<file path="src/rtl/parking_occupancy_if.sv">
// Event and status bundle between the lot sensors/supervisor and the occupancy tracker.
interface parking_occupancy_if #(
  parameter int unsigned CNT_W = 5
) ();

  logic             car_in;
  logic             car_out;
  logic             err_clr;
  logic [CNT_W-1:0] count;
  logic [CNT_W-1:0] free;
  logic             full;
  logic             empty;
  logic             gate_open;
  logic             overflow_err;
  logic             underflow_err;

  // Event sources and the supervisor.
  modport master (
    output car_in,
    output car_out,
    output err_clr,
    input  count,
    input  free,
    input  full,
    input  empty,
    input  gate_open,
    input  overflow_err,
    input  underflow_err
  );

  // Occupancy tracker.
  modport slave (
    input  car_in,
    input  car_out,
    input  err_clr,
    output count,
    output free,
    output full,
    output empty,
    output gate_open,
    output overflow_err,
    output underflow_err
  );

endinterface

</file>
<file path="src/rtl/parking_occupancy.sv">
// Parking lot occupancy tracker: counts entry/exit events, drives full/empty flags,
// an entry-gate enable with reopen hysteresis, and sticky overflow/underflow errors.
module parking_occupancy #(
  parameter int unsigned CAPACITY      = 16,
  parameter int unsigned CNT_W         = 5,
  parameter int unsigned REOPEN_MARGIN = 1
) (
  input  logic               clk,
  input  logic               reset,
  parking_occupancy_if.slave bus_io
);

  localparam logic [CNT_W-1:0] CapCnt    = CNT_W'(CAPACITY);
  localparam logic [CNT_W-1:0] ReopenCnt = CNT_W'(CAPACITY - REOPEN_MARGIN);

  typedef enum logic [0:0] {StOpen, StClosed} gate_state_e;

  gate_state_e      state_q, state_d;
  logic [CNT_W-1:0] count_q, count_d;
  logic             full_q, full_d;
  logic             empty_q, empty_d;
  logic             ovf_q, ovf_d;
  logic             unf_q, unf_d;
  logic             in_q, in_d;
  logic             out_q, out_d;
  logic             ev_in, ev_out;
  logic             ovf_set, unf_set;

  // Rising-level detection: a held input is a single car.
  always_comb begin
    ev_in  = bus_io.car_in & ~in_q;
    ev_out = bus_io.car_out & ~out_q;
    in_d   = bus_io.car_in;
    out_d  = bus_io.car_out;
  end

  // Next occupancy and error events; simultaneous entry and exit cancel out.
  always_comb begin
    count_d = count_q;
    ovf_set = 1'b0;
    unf_set = 1'b0;
    case ({ev_in, ev_out})
      2'b10: begin
        if (count_q == CapCnt) ovf_set = 1'b1;
        else                   count_d = count_q + CNT_W'(1);
      end
      2'b01: begin
        if (count_q == '0) unf_set = 1'b1;
        else               count_d = count_q - CNT_W'(1);
      end
      default: ;
    endcase
    full_d  = (count_d == CapCnt);
    empty_d = (count_d == '0);
    // A new error in the clearing cycle keeps the flag set.
    ovf_d   = ovf_set | (ovf_q & ~bus_io.err_clr);
    unf_d   = unf_set | (unf_q & ~bus_io.err_clr);
  end

  // Gate FSM: close when the lot fills, reopen only once enough spaces are free.
  always_comb begin
    state_d = state_q;
    unique case (state_q)
      StOpen:   if (count_d == CapCnt)    state_d = StClosed;
      StClosed: if (count_d <= ReopenCnt) state_d = StOpen;
      default:  state_d = StOpen;
    endcase
  end

  // State registers with synchronous reset.
  always_ff @(posedge clk) begin
    if (reset) begin
      state_q <= StOpen;
      count_q <= '0;
      full_q  <= 1'b0;
      empty_q <= 1'b1;
      ovf_q   <= 1'b0;
      unf_q   <= 1'b0;
      in_q    <= 1'b0;
      out_q   <= 1'b0;
    end else begin
      state_q <= state_d;
      count_q <= count_d;
      full_q  <= full_d;
      empty_q <= empty_d;
      ovf_q   <= ovf_d;
      unf_q   <= unf_d;
      in_q    <= in_d;
      out_q   <= out_d;
    end
  end

  // Outputs: everything registered except free, which tracks count directly.
  always_comb begin
    bus_io.count         = count_q;
    bus_io.free          = CapCnt - count_q;
    bus_io.full          = full_q;
    bus_io.empty         = empty_q;
    bus_io.gate_open     = (state_q == StOpen);
    bus_io.overflow_err  = ovf_q;
    bus_io.underflow_err = unf_q;
  end

endmodule

</file>
<file path="src/flat_wrapper.sv">
// flat-port wrapper written by rule: the top's interface ports become plain ports
module parking_occupancy_flat 
#(
  parameter int unsigned CAPACITY      = 16,
  parameter int unsigned CNT_W         = 5,
  parameter int unsigned REOPEN_MARGIN = 1
)
  (clk, reset, bus_io_car_in, bus_io_car_out, bus_io_err_clr, bus_io_count, bus_io_free, bus_io_full, bus_io_empty, bus_io_gate_open, bus_io_overflow_err, bus_io_underflow_err);
  parking_occupancy_if #(.CNT_W(CNT_W)) bus_io_i ();
  input  logic clk;
  input  logic reset;
  input wire logic [$bits(bus_io_i.car_in)-1:0] bus_io_car_in;
  input wire logic [$bits(bus_io_i.car_out)-1:0] bus_io_car_out;
  input wire logic [$bits(bus_io_i.err_clr)-1:0] bus_io_err_clr;
  output wire logic [$bits(bus_io_i.count)-1:0] bus_io_count;
  output wire logic [$bits(bus_io_i.free)-1:0] bus_io_free;
  output wire logic [$bits(bus_io_i.full)-1:0] bus_io_full;
  output wire logic [$bits(bus_io_i.empty)-1:0] bus_io_empty;
  output wire logic [$bits(bus_io_i.gate_open)-1:0] bus_io_gate_open;
  output wire logic [$bits(bus_io_i.overflow_err)-1:0] bus_io_overflow_err;
  output wire logic [$bits(bus_io_i.underflow_err)-1:0] bus_io_underflow_err;
  assign bus_io_i.car_in = bus_io_car_in;
  assign bus_io_i.car_out = bus_io_car_out;
  assign bus_io_i.err_clr = bus_io_err_clr;
  assign bus_io_count = bus_io_i.count;
  assign bus_io_free = bus_io_i.free;
  assign bus_io_full = bus_io_i.full;
  assign bus_io_empty = bus_io_i.empty;
  assign bus_io_gate_open = bus_io_i.gate_open;
  assign bus_io_overflow_err = bus_io_i.overflow_err;
  assign bus_io_underflow_err = bus_io_i.underflow_err;
  parking_occupancy #(.CAPACITY(CAPACITY), .CNT_W(CNT_W), .REOPEN_MARGIN(REOPEN_MARGIN)) u_core (.clk(clk), .reset(reset), .bus_io(bus_io_i));
endmodule
</file>
<file path="config.mk">
export PLATFORM = sky130hd
export DESIGN_NAME = parking_occupancy_flat
export DESIGN_NICKNAME = d
export VERILOG_FILES = /design/src/rtl/parking_occupancy_if.sv /design/src/rtl/parking_occupancy.sv /design/src/flat_wrapper.sv
export SDC_FILE = /design/constraint.sdc
export NUM_CORES = 1
export LEC_CHECK = 0
export BUFFER_PORTS_ARGS = -buffer_cell sky130_fd_sc_hd__clkbuf_2
export CORE_MARGIN = 2
export CORE_UTILIZATION = 28
export DETAILED_ROUTE_END_ITERATION = 10
export SYNTH_ARGS = -nofsm -noshare
export SYNTH_HDL_FRONTEND = slang
export SYNTH_SLANG_ARGS = --single-unit
export TNS_END_PERCENT = 20
</file>
<file path="constraint.sdc">
create_clock -name clk -period 3.98 [get_ports clk]
set_clock_uncertainty 0.05 [all_clocks]
set_input_delay 0.796 -clock clk [delete_from_list [all_inputs] [get_ports clk]]
set_output_delay 0.796 -clock clk [all_outputs]
set_load 0.02 [all_outputs]
</file>
==> results of run 1 <==
## cell usage after synthesis, drive strengths merged (2+ instances only)
| cell | instances | area share |
|---|---|---|
| nor3b | 2 | 0.020 |
| a221o | 2 | 0.026 |
| inv | 11 | 0.055 |
| nor2b | 8 | 0.066 |
| or4 | 2 | 0.030 |
| dfxtp | 12 | 0.32 |
| nand2 | 4 | 0.020 |
| nand4b | 2 | 0.023 |
| clkbuf | 3 | 0.015 |
| buf | 2 | 0.025 |
| xnor2 | 2 | 0.023 |
| a21oi | 6 | 0.040 |
| nor2 | 3 | 0.015 |
| nor4bb | 2 | 0.026 |
| nor3 | 2 | 0.013 |
| nand2b | 4 | 0.033 |
| o21ai | 3 | 0.020 |
| ha | 7 | 0.12 |
## power breakdown
group / internal, mW / switching, mW
sequential: 0.126 / 0.00514
clock: 0.0349 / 0.0348
combinational: 0.0345 / 0.0487
total: 0.195 / 0.0887
## state kept, by name (all words and copies together), names as in the netlist
register and flops:
u_core.bus_io.empty 1, u_core.state_q 1, u_core.bus_io.count 5, u_core.in_q 1
u_core.bus_io.full 1, u_core.bus_io.overflow_err 1, u_core.out_q 1, u_core.bus_io.underflow_err 1
## worst max-delay path, cell delays in order, from the launching register on
cell	delay, ps
dfxtp_1	490
inv_1	110
ha_1	230
nor3b_1	160
ha_1	270
or4_4	440
a221o_1	350
a22o_1	240
or4_4	550
a211oi_2	200
## final cells by class
class	count	area share
inverter	11	0.0468
sequential	12	0.272
tap	30	0.0426
clock buffer	3	0.0255
timing repair buffer	19	0.108
multi-input combinational	60	0.505
## routing by layer
metal / GRT usage / share of wire
met5: 0 / 0
met4: 0.0136 / 0
met3: 0.0535 / 0.067
met2: 0.168 / 0.48
met1: 0.117 / 0.45
## kinds of logic (layout without fill, tap and decap cells)
kind of cell | after synthesis | count (layout) | share of synthesized area
flip-flops | 12 | 12 | 0.317
adder cells (fa/ha/maj) | 7 | 7 | 0.116
AO/OA/AOI/OAI | 20 | 20 | 0.183
buffers and inverters | 16 | 33 | 0.0942
AND/OR/NAND/NOR | 31 | 31 | 0.266
XOR/XNOR | 2 | 2 | 0.0231
## worst paths after layout
| path | slack (ps) | endpoint | cells after the start |
|---|---|---|---|
| hold / removal | 410 | u_core.state_q$_SDFF_PP0_ | 2 |
| setup / recovery | 830 | u_core.bus_io.full$_SDFF_PP0_ | 9 |
| setup reg to reg | 830 | u_core.bus_io.full$_SDFF_PP0_ | 9 |
| hold reg to reg | 410 | u_core.state_q$_SDFF_PP0_ | 2 |
## metrics by stage
stage | hold WS, ps | utilization
after detailed placement | 413 | 0.341
after CTS | 422 | 0.350
after global placement | 414 | 0.341
after floorplan | 495 | -
after global routing | 447 | 0.350
final | 415 | 0.350
==> results.md, run 1 <==
- Die Wd: 56.0 um
- Final ANT Viol Nets: 0
- Resized cells post-CTS: 0
- H-tree depth: 1
- Critical Path AT: 3290 ps
- Pwr Density: 322 mW/mm2
- Main synth FF type: dfxtp_1
- Synthesized flop and latch total: 12
- Fin worst setup slack: roughly 830 ps
- Relative slew slack: 0.744
- Required time of the critical path: 4120 ps
- Cells after synthesis: 88
- Worst vdd ir: between 0.2 and 0.3 mV
- Critical Path Source Type: flip-flop
- Fin crit share: 0.793
- Max clock buf depth: 2
- Hold_buf cts: 0
- Area of the multi-input gates: 445 um2
- Clk root buf: clkbuf_4
- DP HPWL: 1230 um
- Worst min path class: flip-flop to flip-flop
- PortBufs: 19
- Pre-CTS setup slack: between 800 and 900 ps
- CTS tree: yes
- Share of the yosys chip area belonging to registers: 0.317
- Via count: 670
- Placed cell count: 132
- Worst slew pin tran: 383 ps
- Final hold viol count: 0
- Clock-pin slew on the worst setup and hold paths: about 70 ps
- Leading cell types in the layout, fill and taps excluded: clkbuf_2, dfxtp_1, inv_1, nor2b_1, ha_1
- Leakage power: approximately 0.38 nW
- First-pass GRT wire length: 2520 um
- GRT Overall Usage: 0.101
- Crit path from: u_core.bus_io.count[0]$_SDFF_PP0_
- Vias in the first global route: around 630
- Post-synth EDFFs: 0
- Worst-skew pair later-pin latency: 260 ps
- DR vias/cell: 4.96
- Pwr Total: 0.284 mW
- Drt drc: 0
- Final nets: 119
- FMAX: 317 MHz
- Chip height: 56.0 um
- DR iter-0 viols: 13
- Post-Syn Area: 757 um2
- Num ports: 20
- Non-Filler Instances: 135
- Critical path endpoint category: flip-flop
- Grt ovf: 0
- Syn_nets: 100
- First drt pass iteration count: 4
- Placed inst area: 860 um2
- CTS sink cnt: 12
- Initial antenna violation count: 0
- Total Wirelength: about 1500 um
- Final Slew Violations: 0
- Status: completed
- Wire length per cell: ~11 um
- Largest net degree at the start of global routing: 12
- Final RePlAce weighted congestion: 0.733
- ANT cells: 0
- Mapped Avg Cell Area: 8.60 um2
- Setup Buffers After CTS: 0
- Most common cell after layout, fill and taps aside: clkbuf_2
- Critical R2R Launch: u_core.bus_io.count[0]$_SDFF_PP0_
- Final setup fails: 0
- Layout fillers: 287
- Cts bufs inserted: 3
- Final min period: approximately 3200 ps
- Full die area: around 0.0031 mm2
- # Max-Cap Violations: 0
- RSZ-0062 raised after global routing: no
- Area grow syn2layout: 16.5%
- Rows: 18
- Starting density of the core: 0.300
- WS Path Type: flip-flop to flip-flop
- FFs w/ async S/R, synth: 0
- Worst hold start: u_core.state_q$_SDFF_PP0_
- Cell area after layout: 882 um2
- Core ar.: 0.00252 mm2
- Synth cell types: 31
- Register area: approximately 240 um2
- Setup tns final: 0 ps
- Crit-path max FO: 9
- Ys Warns: 0
- Share of cells above drive strength 1: 0.238
Power figures use the tool's default switching activity.
==> run 2: changes to the inputs <==
==> constraint.sdc (replaced) <==
create_clock -name clk -period 3.09 [get_ports clk]
set_clock_uncertainty 0.05 [all_clocks]
set_input_delay 0.618 -clock clk [delete_from_list [all_inputs] [get_ports clk]]
set_output_delay 0.618 -clock clk [all_outputs]
set_load 0.02 [all_outputs]
==> run 2 against run 1 <==
Against the previous run: clock power is 36% higher; via count is 2.5% higher; first-iteration DRC count is 38% higher; combinational power is 37% higher; final cell count is 3.0% higher; sequential share of layout area is 0.59 points lower; fmax is 8.3% higher; critical path depth stayed put; wire length is 9.5% higher; worst hold slack hardly changed; cell area is 3.8% higher; non-clock buffer count is 4 higher.
==> results.md, run 2 (same netlist as run 1, synthesis figures left out) <==
- Crit-path cells: inv_1 -> ha_1 -> nor3b_1 -> ha_1 -> or4_4 -> a221o_1 -> a22o_1 -> or4_4 -> a211oi_2
- Hold_buf cts: 0
- Area grow syn2layout: 21.0%
- Rows: 18
- Worst slew pin tran: 387 ps
- RSZ-0062 raised after global routing: no
- Slowest-stage cell, CP: or4_4
- Critical Path AT: 3060 ps
- Final RePlAce weighted congestion: 0.874
- Final min period: 2910 ps
- WL met3: 78 um
- Final ANT Viol Nets: 0
- Pwr Density: between 400 and 500 mW/mm2
- R2R Setup Slk: 180 ps
- WS Path Type: flip-flop to flip-flop
- Number of flip-flops in the largest register: 5
- Cts bufs inserted: 3
- Starting density of the core: 0.300
- Core ar.: 0.00252 mm2
- FMAX: 343 MHz
- Initial antenna violation count: 0
- Largest net degree at the start of global routing: 12
- Worst min path class: flip-flop to flip-flop
- Leading cell types in the layout, fill and taps excluded: clkbuf_2, inv_1, dfxtp_1, nor2b_1, ha_1
- First drt pass iteration count: 4
- # Max-Cap Violations: 0
- Final nets: 123
- Num ports: 20
- Grt ovf: 0
- Non-Filler Instances: ~140
- Chip height: 56.0 um
- Via count: 687
- Max clock buf depth: 2
- M1 WL: 738 um
- ANT cells: 0
- First-pass GRT wire length: 2820 um
- CP max stage delay: 550 ps
- DR iter-0 viols: 18
- Final setup fails: 0
- Clk root buf: clkbuf_4
- Vias in the first global route: between 600 and 700
- Setup tns final: 0 ps
- Required time of the critical path: 3240 ps
- CTS tree: yes
- Final Slew Violations: 0
- Crit-path max FO: 9
- Critical Path Source Type: flip-flop
- Worst vdd ir: 0.235 mV
- Most common cell after layout, fill and taps aside: clkbuf_2
- Met2 WL post-DR: 839 um
- Relative slew slack: 0.740
- Total Wirelength: 1660 um
- Placed cell count: 136
- Fin crit share: 0.943
- Critical path endpoint category: flip-flop
- Drt drc: 0
- Status: completed
- DR vias/cell: 4.94
- CTS sink cnt: 12
- Leakage power: between 0.4 and 0.5 nW
- GRT Overall Usage: 0.113
- Full die area: between 0.003 and 0.004 mm2
- Max layer used: met3
- PortBufs: 19
- Clock-pin slew on the worst setup and hold paths: 70 ps
- DP HPWL: 1320 um
- Wire length per cell: 11.9 um
- Worst-skew pair later-pin latency: between 200 and 300 ps
- Die Wd: 56.0 um
- Share of cells above drive strength 1: 0.275
- H-tree depth: 1
- Final hold viol count: 0
- Setup Buffers After CTS: 0
## run 2: cell count changes in the layout (fill, tap and decap cells not counted), sizes merged
cell / before / now
buf: 0 / 4
## run 2: routing by layer
metal  track usage  vias up
li1              -      350
met3        0.0488        0
met5             0        -
met1         0.137      321
met4        0.0204        0
met2         0.187       16
## run 2: report_power, final
group | internal, mW | switching, mW
sequential | 0.162 | 0.00453
combinational | 0.0480 | 0.0664
clock | 0.0451 | 0.0498
## run 2: worst max-delay path, delay by kind of cell (launching register included)
kind | cells | cell delay, ps
compound gates | 3 | 790
fa+ha+maj | 2 | 400
buf+inv | 1 | 70
flops | 1 | 390
simple gates | 3 | 1130
## run 2: final timing paths
path / start / endpoint / depth (start not counted)
worst max register to register: u_core.bus_io.count[0]$_SDFF_PP0_ / u_core.bus_io.full$_SDFF_PP0_ / 9
worst max-delay path: u_core.bus_io.count[0]$_SDFF_PP0_ / u_core.bus_io.full$_SDFF_PP0_ / 9
worst min register to register: u_core.state_q$_SDFF_PP0_ / u_core.state_q$_SDFF_PP0_ / 2
worst min-delay path: u_core.state_q$_SDFF_PP0_ / u_core.state_q$_SDFF_PP0_ / 2
## run 2: timing repair
action / in CTS / in global routing
resized for setup: 0 / 1
hold endpoints to repair: 0 / 0
endpoints found under the setup margin: 0 / 1
## run 2: layout make-up
class,instances,area (um2)
fillers,272,1610
multi-input cells,60,445
flip-flops and latches,12,244
repair buffers,23,125
inverters,11,41.3
well taps,30,37.5
clock buffers,3,22.5
## run 2: metrics by stage
step                instance area, um2  hold slack [ps]  utilization  power, mW  worst slack [ps]
CTS                                913              429        0.362      0.383               118
floorplan                          758              495            -      0.253              30.4
global placement                   891              408        0.353      0.282               207
detailed placement                 891              419        0.353      0.285               137
global route                       916              453        0.363      0.403              28.6
finish                             916              415        0.363      0.375               177
